[src/rtl/tap_bridge_pkg.sv]
// Shared constants and FSM state encoding for the JTAG USER4 bridge.
package tap_bridge_pkg;

   localparam int BYTE_WIDTH    = 8;
   localparam int BIT_CNT_WIDTH = 6;

   typedef logic [1:0] state_t;

   localparam state_t IDLE     = 2'd0;
   localparam state_t CAPTURED = 2'd1;
   localparam state_t SHIFTING = 2'd2;

endpackage

[src/rtl/tap_result_shifter.sv]
// Result readback register: parallel load on capture, LSB-first shift toward tdo.
module tap_result_shifter #(
   parameter int RESULT_WIDTH = 32
) (
   input  logic                    tck,
   input  logic                    test_logic_reset,
   input  logic                    capture_load,
   input  logic                    shift_en,
   input  logic [RESULT_WIDTH-1:0] load_value,
   output logic                    tdo
);

   logic [RESULT_WIDTH-1:0] result_sr;

   // Zeros fill from the top so an over-long readback trails off with 0s.
   always_ff @(posedge tck or posedge test_logic_reset) begin
      if (test_logic_reset) begin
         result_sr <= '0;
      end else if (capture_load) begin
         result_sr <= load_value;
      end else if (shift_en) begin
         result_sr <= {1'b0, result_sr[RESULT_WIDTH-1:1]};
      end
   end

   assign tdo = result_sr[0];

endmodule

[src/rtl/tap_bridge.sv]
// JTAG USER4 bridge: 8-bit inbound byte scans to a strobe, result readback on tdo.
// Optional TAP_BRIDGE_RX_LOCK_EN: once a result is locked, inbound scans are dropped.
module tap_bridge
   import tap_bridge_pkg::*;
#(
   parameter int RESULT_WIDTH = 32
) (
   input  logic                    tck,
   input  logic                    test_logic_reset,
   input  logic                    tdi,
   output logic                    tdo,
   input  logic                    ir_is_user,
   input  logic                    run_test_idle,
   input  logic                    capture_dr,
   input  logic                    shift_dr,
   input  logic                    update_dr,
   output logic                    rx_valid,
   output logic [BYTE_WIDTH-1:0]   rx_data,
   output logic [31:0]             rx_count,
   output logic [15:0]             rx_dropped,
   input  logic                    result_valid,
   input  logic [RESULT_WIDTH-1:0] result
);

   state_t                   state;
   logic [BIT_CNT_WIDTH-1:0] bit_cnt;
   logic [BYTE_WIDTH-1:0]    rx_sr;
   logic [RESULT_WIDTH-1:0]  res_q;
   logic                     res_locked;
   logic                     scan_ok;
   logic                     do_capture;
   logic                     do_shift;
   logic                     do_update;
   logic                     rx_block;
   logic                     byte_ok;

   // capture_dr wins over every other strobe, including an illegal update_dr.
   assign scan_ok    = ir_is_user & ~run_test_idle;
   assign do_capture = scan_ok & capture_dr;
   assign do_shift   = scan_ok & ~capture_dr & shift_dr & (state != IDLE);
   assign do_update  = scan_ok & ~capture_dr & ~shift_dr & update_dr & (state == SHIFTING);

`ifdef TAP_BRIDGE_RX_LOCK_EN
   assign rx_block = res_locked;
`else
   assign rx_block = 1'b0;
`endif

   assign byte_ok = (bit_cnt == BIT_CNT_WIDTH'(BYTE_WIDTH)) & ~rx_block;

   // Leaving USER4 or entering Run-Test/Idle silently discards a partial scan.
   always_ff @(posedge tck or posedge test_logic_reset) begin
      if (test_logic_reset) begin
         state      <= IDLE;
         bit_cnt    <= '0;
         rx_sr      <= '0;
         rx_valid   <= 1'b0;
         rx_data    <= '0;
         rx_count   <= '0;
         rx_dropped <= '0;
      end else begin
         rx_valid <= 1'b0;
         if (!scan_ok) begin
            state <= IDLE;
         end else if (do_capture) begin
            state   <= CAPTURED;
            bit_cnt <= '0;
         end else if (do_shift) begin
            state <= SHIFTING;
            rx_sr <= {tdi, rx_sr[BYTE_WIDTH-1:1]};
            if (bit_cnt != '1) begin
               bit_cnt <= bit_cnt + BIT_CNT_WIDTH'(1);
            end
         end else if (do_update) begin
            state <= IDLE;
            if (byte_ok) begin
               rx_data  <= rx_sr;
               rx_valid <= 1'b1;
               rx_count <= rx_count + 32'd1;
            end else if (rx_dropped != '1) begin
               rx_dropped <= rx_dropped + 16'd1;
            end
         end
      end
   end

   // The first final result sticks; the host polls until it reads non-zero.
   always_ff @(posedge tck or posedge test_logic_reset) begin
      if (test_logic_reset) begin
         res_q      <= '0;
         res_locked <= 1'b0;
      end else if (result_valid && !res_locked) begin
         res_q      <= result;
         res_locked <= 1'b1;
      end
   end

   tap_result_shifter #(
      .RESULT_WIDTH(RESULT_WIDTH)
   ) u_result_shifter (
      .tck              (tck),
      .test_logic_reset (test_logic_reset),
      .capture_load     (do_capture),
      .shift_en         (do_shift),
      .load_value       (res_locked ? res_q : '0),
      .tdo              (tdo)
   );

endmodule

[config.mk]
export PLATFORM = sky130hd
export DESIGN_NAME = tap_bridge
export DESIGN_NICKNAME = d
export VERILOG_FILES = /design/src/rtl/tap_bridge_pkg.sv /design/src/rtl/tap_result_shifter.sv /design/src/rtl/tap_bridge.sv
export SDC_FILE = /design/constraint.sdc
export NUM_CORES = 1
export LEC_CHECK = 0
export CAP_MARGIN = 20
export CORE_MARGIN = 2
export CORE_UTILIZATION = 60
export CTS_BUF_LIST = sky130_fd_sc_hd__clkbuf_8
export DETAILED_ROUTE_END_ITERATION = 10
export MAX_ROUTING_LAYER = met4
export PLACE_DENSITY = 0.85
export SYNTH_ARGS = -nofsm -noshare
export SYNTH_HDL_FRONTEND = slang
export SYNTH_HIERARCHICAL = 1
export SYNTH_SLANG_ARGS = --single-unit
[constraint.sdc]
create_clock -name tck -period 7.7 [get_ports tck]
set_clock_uncertainty 0.1 [all_clocks]
set_input_delay 1.54 -clock tck [delete_from_list [all_inputs] [get_ports tck]]
set_output_delay 1.54 -clock tck [all_outputs]
set_load 0.03 [all_outputs]
# [After elaboration in Yosys (flattened, before gate mapping)]
# Index checks and enable logic that the tools add are counted.
[op_classes] eq_ne=5 n_mux=15 add_sub_neg=3 bitwise_logic=14 reduce_logical=9
[op_table] op="32-bit two-way mux" n=3
[op_table] op="32-bit by 1-bit adder with 32-bit output (second input constant)" n=1
[op_table] op="6-bit two-way mux" n=3
[op_table] op="16-bit by 1-bit adder with 16-bit output (second input constant)" n=1
[op_table] op="16-bit inequality test (second input constant)" n=1
[op_table] op="1-bit AND" n=8
[op_table] op="2-bit two-way mux" n=4
[op_table] op="6-bit by 1-bit adder with 6-bit output (second input constant)" n=1
[op_table] op="6-bit by 4-bit == test with 1-bit output (second input constant)" n=1
[op_table] op="6-bit inequality test (second input constant)" n=1
[op_table] op="1-bit inverter" n=6
[op_table] op="3-bit AND reduction" n=2
[op_table] op="6-bit AND reduction" n=1
[op_table] op="2-bit nonzero test" n=3
[op_table] op="1-bit two-way mux" n=5
[op_table] op="5-bit AND reduction" n=1
[op_table] op="4-bit by 1-bit inequality test with 1-bit output (second input constant)" n=1
[op_table] op="2-bit == test (second input constant)" n=1
[op_table] op="1-bit logical AND" n=1
[op_table] op="1-bit zero test" n=1
[totals] elab_cells=56 reg_bits=138 inputBits=41 out_inout_bits=58

# [Longest topological paths before layout]
[logic_depth] word_depth=10 depth_mapped=9 ltp_nobuf=7

# [Modules after synthesis]
# The synthesis kept the hierarchy.
[modules_own_cells] module="tap_bridge" instances=1 seq_area_each_um2=2652.5 cells_per_inst=394 area_each_um2=4788.3
[modules_own_cells] module="tap_result_shifter" instances=1 seq_area_each_um2=800.8 cells_per_inst=140 area_each_um2=1519.0

# [Worst setup path after synthesis]
# OpenSTA, ideal clock, no wires.
[synth_timing] kind="in2reg" from="input port capture_dr" to="register rx_count[20]" slack_ns=4.533 required_time_ns=7.467 setup_ns=0.133 n_path_buf=2 cell_stages=7 arrival_time_ns=2.934 path_cell_list="or3b_4 and4bb_1 buf_6 and4_1 buf_4 nand4_1 xnor2_1"
[synth_between] elab_chain_cells=6 elab_cells_between_ends=11 classes_between="10 x bitwise; 1 x reduce/logical"
[synth_rtl] element="start, declared" line="tap_bridge.sv:14" rtl="input logic capture_dr,"
[synth_rtl] element="1-bit inverter" line="tap_bridge.sv:40, tap_bridge.sv:41"
[synth_rtl] element="1-bit AND" line="tap_bridge.sv:40, tap_bridge.sv:41"
[synth_rtl] element="1-bit AND (on tied branches) (2 in a row)" line="tap_bridge.sv:41, tap_bridge.sv:40"
[synth_rtl] element="1-bit AND / 1-bit inverter (equally long branches)"
[synth_rtl] element="5-bit AND reduction (no line) (*)"
[synth_rtl] element="end signal, assigned" line="tap_bridge.sv:79" rtl="rx_count <= rx_count + 32'd1;"
[synth_rtl] element="end, declared" line="tap_bridge.sv:19" rtl="output logic [31:0] rx_count,"
# Every way passes the cells marked *; elsewhere a longest branch is shown, timed or not.
# A chain may end at the register's enable or synchronous reset.

# [Worst setup path after layout]
[layout_timing] from="input port ir_is_user" to="register rx_count[20]"
[layout_between] elab_chain_cells=6 elab_cells_between_ends=11 classes_between="10 x bitwise; 1 x reduce/logical"
[layout_rtl] element="start, declared" line="tap_bridge.sv:12" rtl="input logic ir_is_user,"
[layout_rtl] element="1-bit AND (*)" line="tap_bridge.sv:38" rtl="assign scan_ok = ir_is_user & ~run_test_idle;"
[layout_rtl] element="1-bit AND" line="tap_bridge.sv:40, tap_bridge.sv:41"
[layout_rtl] element="1-bit AND (on tied branches) (2 in a row)" line="tap_bridge.sv:41, tap_bridge.sv:40"
[layout_rtl] element="1-bit AND / 1-bit inverter (equally long branches)"
[layout_rtl] element="5-bit AND reduction (no line) (*)"
# Marked as above.

==> flow_summary_export.csv <==
group,metric,value,unit
outcome,outcome,"completed",
critical_path,start_kind,"primary input",
placed_design,gp_congestion,0.789,
min_path,hp-start,"rx_count[31]",
power_and_ir_drop,seq_power_share,50.2,%
floorplanning,dieArea,11300,um2
power_and_ir_drop,comb_power_share,8.0,%
synth,synth-edff-count,0,
finish,fillCellCount,687,
critical_path,arrival,4140,ps
placed_design,hpwl,8020,um
job,drv_cap,0,
clock_tree,path_clk_slew,80,ps
sta,tightest_slew,885,ps
drt,ant_nets,0,
drt,wirelength,12100,um
critical_path,cp_max_fo,18,
critical_path,endpoint_kind,"flip-flop",
critical_path,path_class,"primary input to flip-flop",
drt,wl_per_cell,15.5,um
power_and_ir_drop,power_density,205,nW/um2
power_and_ir_drop,switching_share,23.0,%
finish,syn2layout_area_growth,24.3,%
synth,synthMuxAreaShare,13.8,%
synth,synthAdderAreaFrac,0.793,%
finish,layout_common_cells,"dfrtp_1, clkdlybuf4s50_1, nand2_1",
synth,yosysSeqAreaShare,54.8,%
synth,ys_ff_latch,138,
power_and_ir_drop,intPower,1.24,mW
grt,grt_pass1_vias,4373,
grt,antenna_found_initial,0,
synth,synthSimpleGateAreaFrac,16.2,%
synth,synth_nets,579,
power_and_ir_drop,power,1.61,mW
sta,grt_setup_unrepaired,"no",
clock_tree,htree_levels,4,
synth,async_reset_ff_share,100,%
grt,track_usage,23.3,%
finish,final_common_cell,"dfrtp_1",
sta,slew_headroom,41.0,%
synth,synth_area,6310,um2
sta,slew_violations,0,
grt,grt_overflow_total,0,
sta,period_share,50.8,%
clock_tree,cts_buffer_depth,2,
grt,grt_max_degree,88,
critical_path,worstPathRequired,7930,ps
finish,insertedDiodeCount,0,
synth,synth_top_family_by_area,"simple AND/OR/NAND/NOR gates",
sta,period_minus_slack,3910,ps
clock_tree,cts_tree,"done",
clock_tree,clock_latency,440,ps
power_and_ir_drop,ir_worst_vdd,0.000119,V
synth,syn_inst,534,
sta,setup_tns,0,ps
critical_path,reg2reg_to,"rx_count[20]",
clock_tree,ctsHoldBuffers,0,
floorplanning,io_pins,99,
floorplanning,num_rows,37,
finish,layout.nets,676,
critical_path,worst_r2r_path_depth,7,
clock_tree,cts_made_buffers,17,
drt,first_iter_violations,155,
drt,firstDrtPassIters,4,
critical_path,timing.rr.start,"bit_cnt[0]",
drt,viasPerCell,5.44,
critical_path,worst-r2r-setup-slack,5050,ps
sta,hold_violations,0,
floorplanning,die_w,107,um
synth,ys_types,47,
min_path,hold_class,"flip-flop to flip-flop",
drt,vias,4247,
finish,layout-drive-gt1-share,16.5,%
min_path,holdPathEnd,"rx_count[31]",
sta,setup_viol,0,
synth,syn_area_per_cell,11.8,um2
finish,final_util,76.3,%
power_and_ir_drop,power_leakage,3.36,nW
drt,route.detailed.drc,0,
sta,max_freq,0.255,GHz
grt,grt_first_pass_wirelength,20300,um
clock_tree,postCtsSetupBuffers,0,
min_path,holdPathStages,1,
synth,synth_compound_area_share,4.23,%
floorplanning,die_h,107,um
clock_tree,cts_root_buf,"clkbuf_8",
clock_tree,ctsResizeCount,0,
synth,ys_warn_count,6,
power_and_ir_drop,p_sw,370,uW
synth,synth_ff_type,"dfrtp_1",
placed_design,io_buffers,98,
floorplanning,start_util,61.4,%
clock_tree,clock_sinks,138,
power_and_ir_drop,pwr-share-clk,41.8,%
floorplanning,core_area,10300,um2
synth,synth_xor_area_share,6.67,%
final cells by class:
class	count	area, um2	area share [%]
flip-flops and latches	138	3450	44.1
multi-input cells	358	2640	33.7
repair buffers	104	1070	13.6
clock buffers	17	234	2.99
clock inverters	15	224	2.86
well taps	136	170	2.17
inverters	12	47.5	0.607
power by group through the flow:
stage | Combinational, mW | Sequential, mW | Clock, mW
finish | 0.129 | 0.806 | 0.671
CTS | 0.129 | 0.806 | 0.679
global route | 0.144 | 0.813 | 0.715
detailed placement | 0.127 | 0.820 | 0
global placement | 0.121 | 0.818 | 0
floorplan | 0.0856 | 0.814 | 0
worst max-delay path, stage by stage:
cell	delay, ps
clkdlybuf4s50_1	500
or3b_4	440
and4bb_1	880
and4_1	460
nand4_1	160
xnor2_1	160
state kept, by name, indices dropped and copies added (netlist names):
name                        flops
bit_cnt                         6
res_locked                      1
res_q                          32
rx_count                       32
rx_data                         8
rx_dropped                     16
rx_sr                           8
rx_valid                        1
state                           2
u_result_shifter/result_sr     32
cell families after synthesis:
family	Yosys count
AND/OR/NAND/NOR	181
flip-flops	138
multiplexers	81
XOR/XNOR	48
AO/OA/AOI/OAI	44
buffers and inverters	38
adder cells (fa/ha/maj)	4
worst max-delay path by stage:
stage                           from      endpoint  cells after the start
CTS                       ir_is_user  rx_count[20]                      6
finish                    ir_is_user  rx_count[20]                      6
global placement          ir_is_user  rx_count[28]                      6
detailed placement        ir_is_user  rx_count[20]                      6
global route              ir_is_user  rx_count[20]                      6
floorplan           test_logic_reset    bit_cnt[0]                      1
per-layer routing:
| metal | part of all wire, % | wire (um) | vias to the layer above | track usage (%) |
|---|---|---|---|---|
| li1 | - | - | 2028 | - |
| met1 | 44 | 5370 | 2102 | 28.7 |
| met2 | 50 | 6110 | 100 | 37.9 |
| met3 | 3.8 | 462 | 17 | 5.70 |
| met4 | 1.6 | 188 | 0 | 8.26 |
| met5 | 0 | 0 | - | - |
cell usage after synthesis, types with 10 or more instances:
cell     instances  area [um2]
xor2_1          17         149
o21ai_1         27         135
nand4_1         13        81.3
inv_1           12        45.0
buf_2           10        50.1
dfrtp_1        138        3450
and2_1          37         231
xnor2_1         31         272
nand3_1         16        80.1
mux2_2          49         552
mux2i_1         32         320
nand2_1         51         191
nor2_1          21        78.8
through the flow:
stage                     setup slack [ps]  area (um2)  hold WS [ps]  cells
final                                 3790        7840           381    780
after global routing                  3650        7840           396    780
after CTS                             3810        7810           391    779
after detailed placement              3320        7350           381    747
after global placement                3390        7320           369    746
after floorplan                       3270        6310           372    534
No activity file was read; power rests on OpenSTA's default activity.
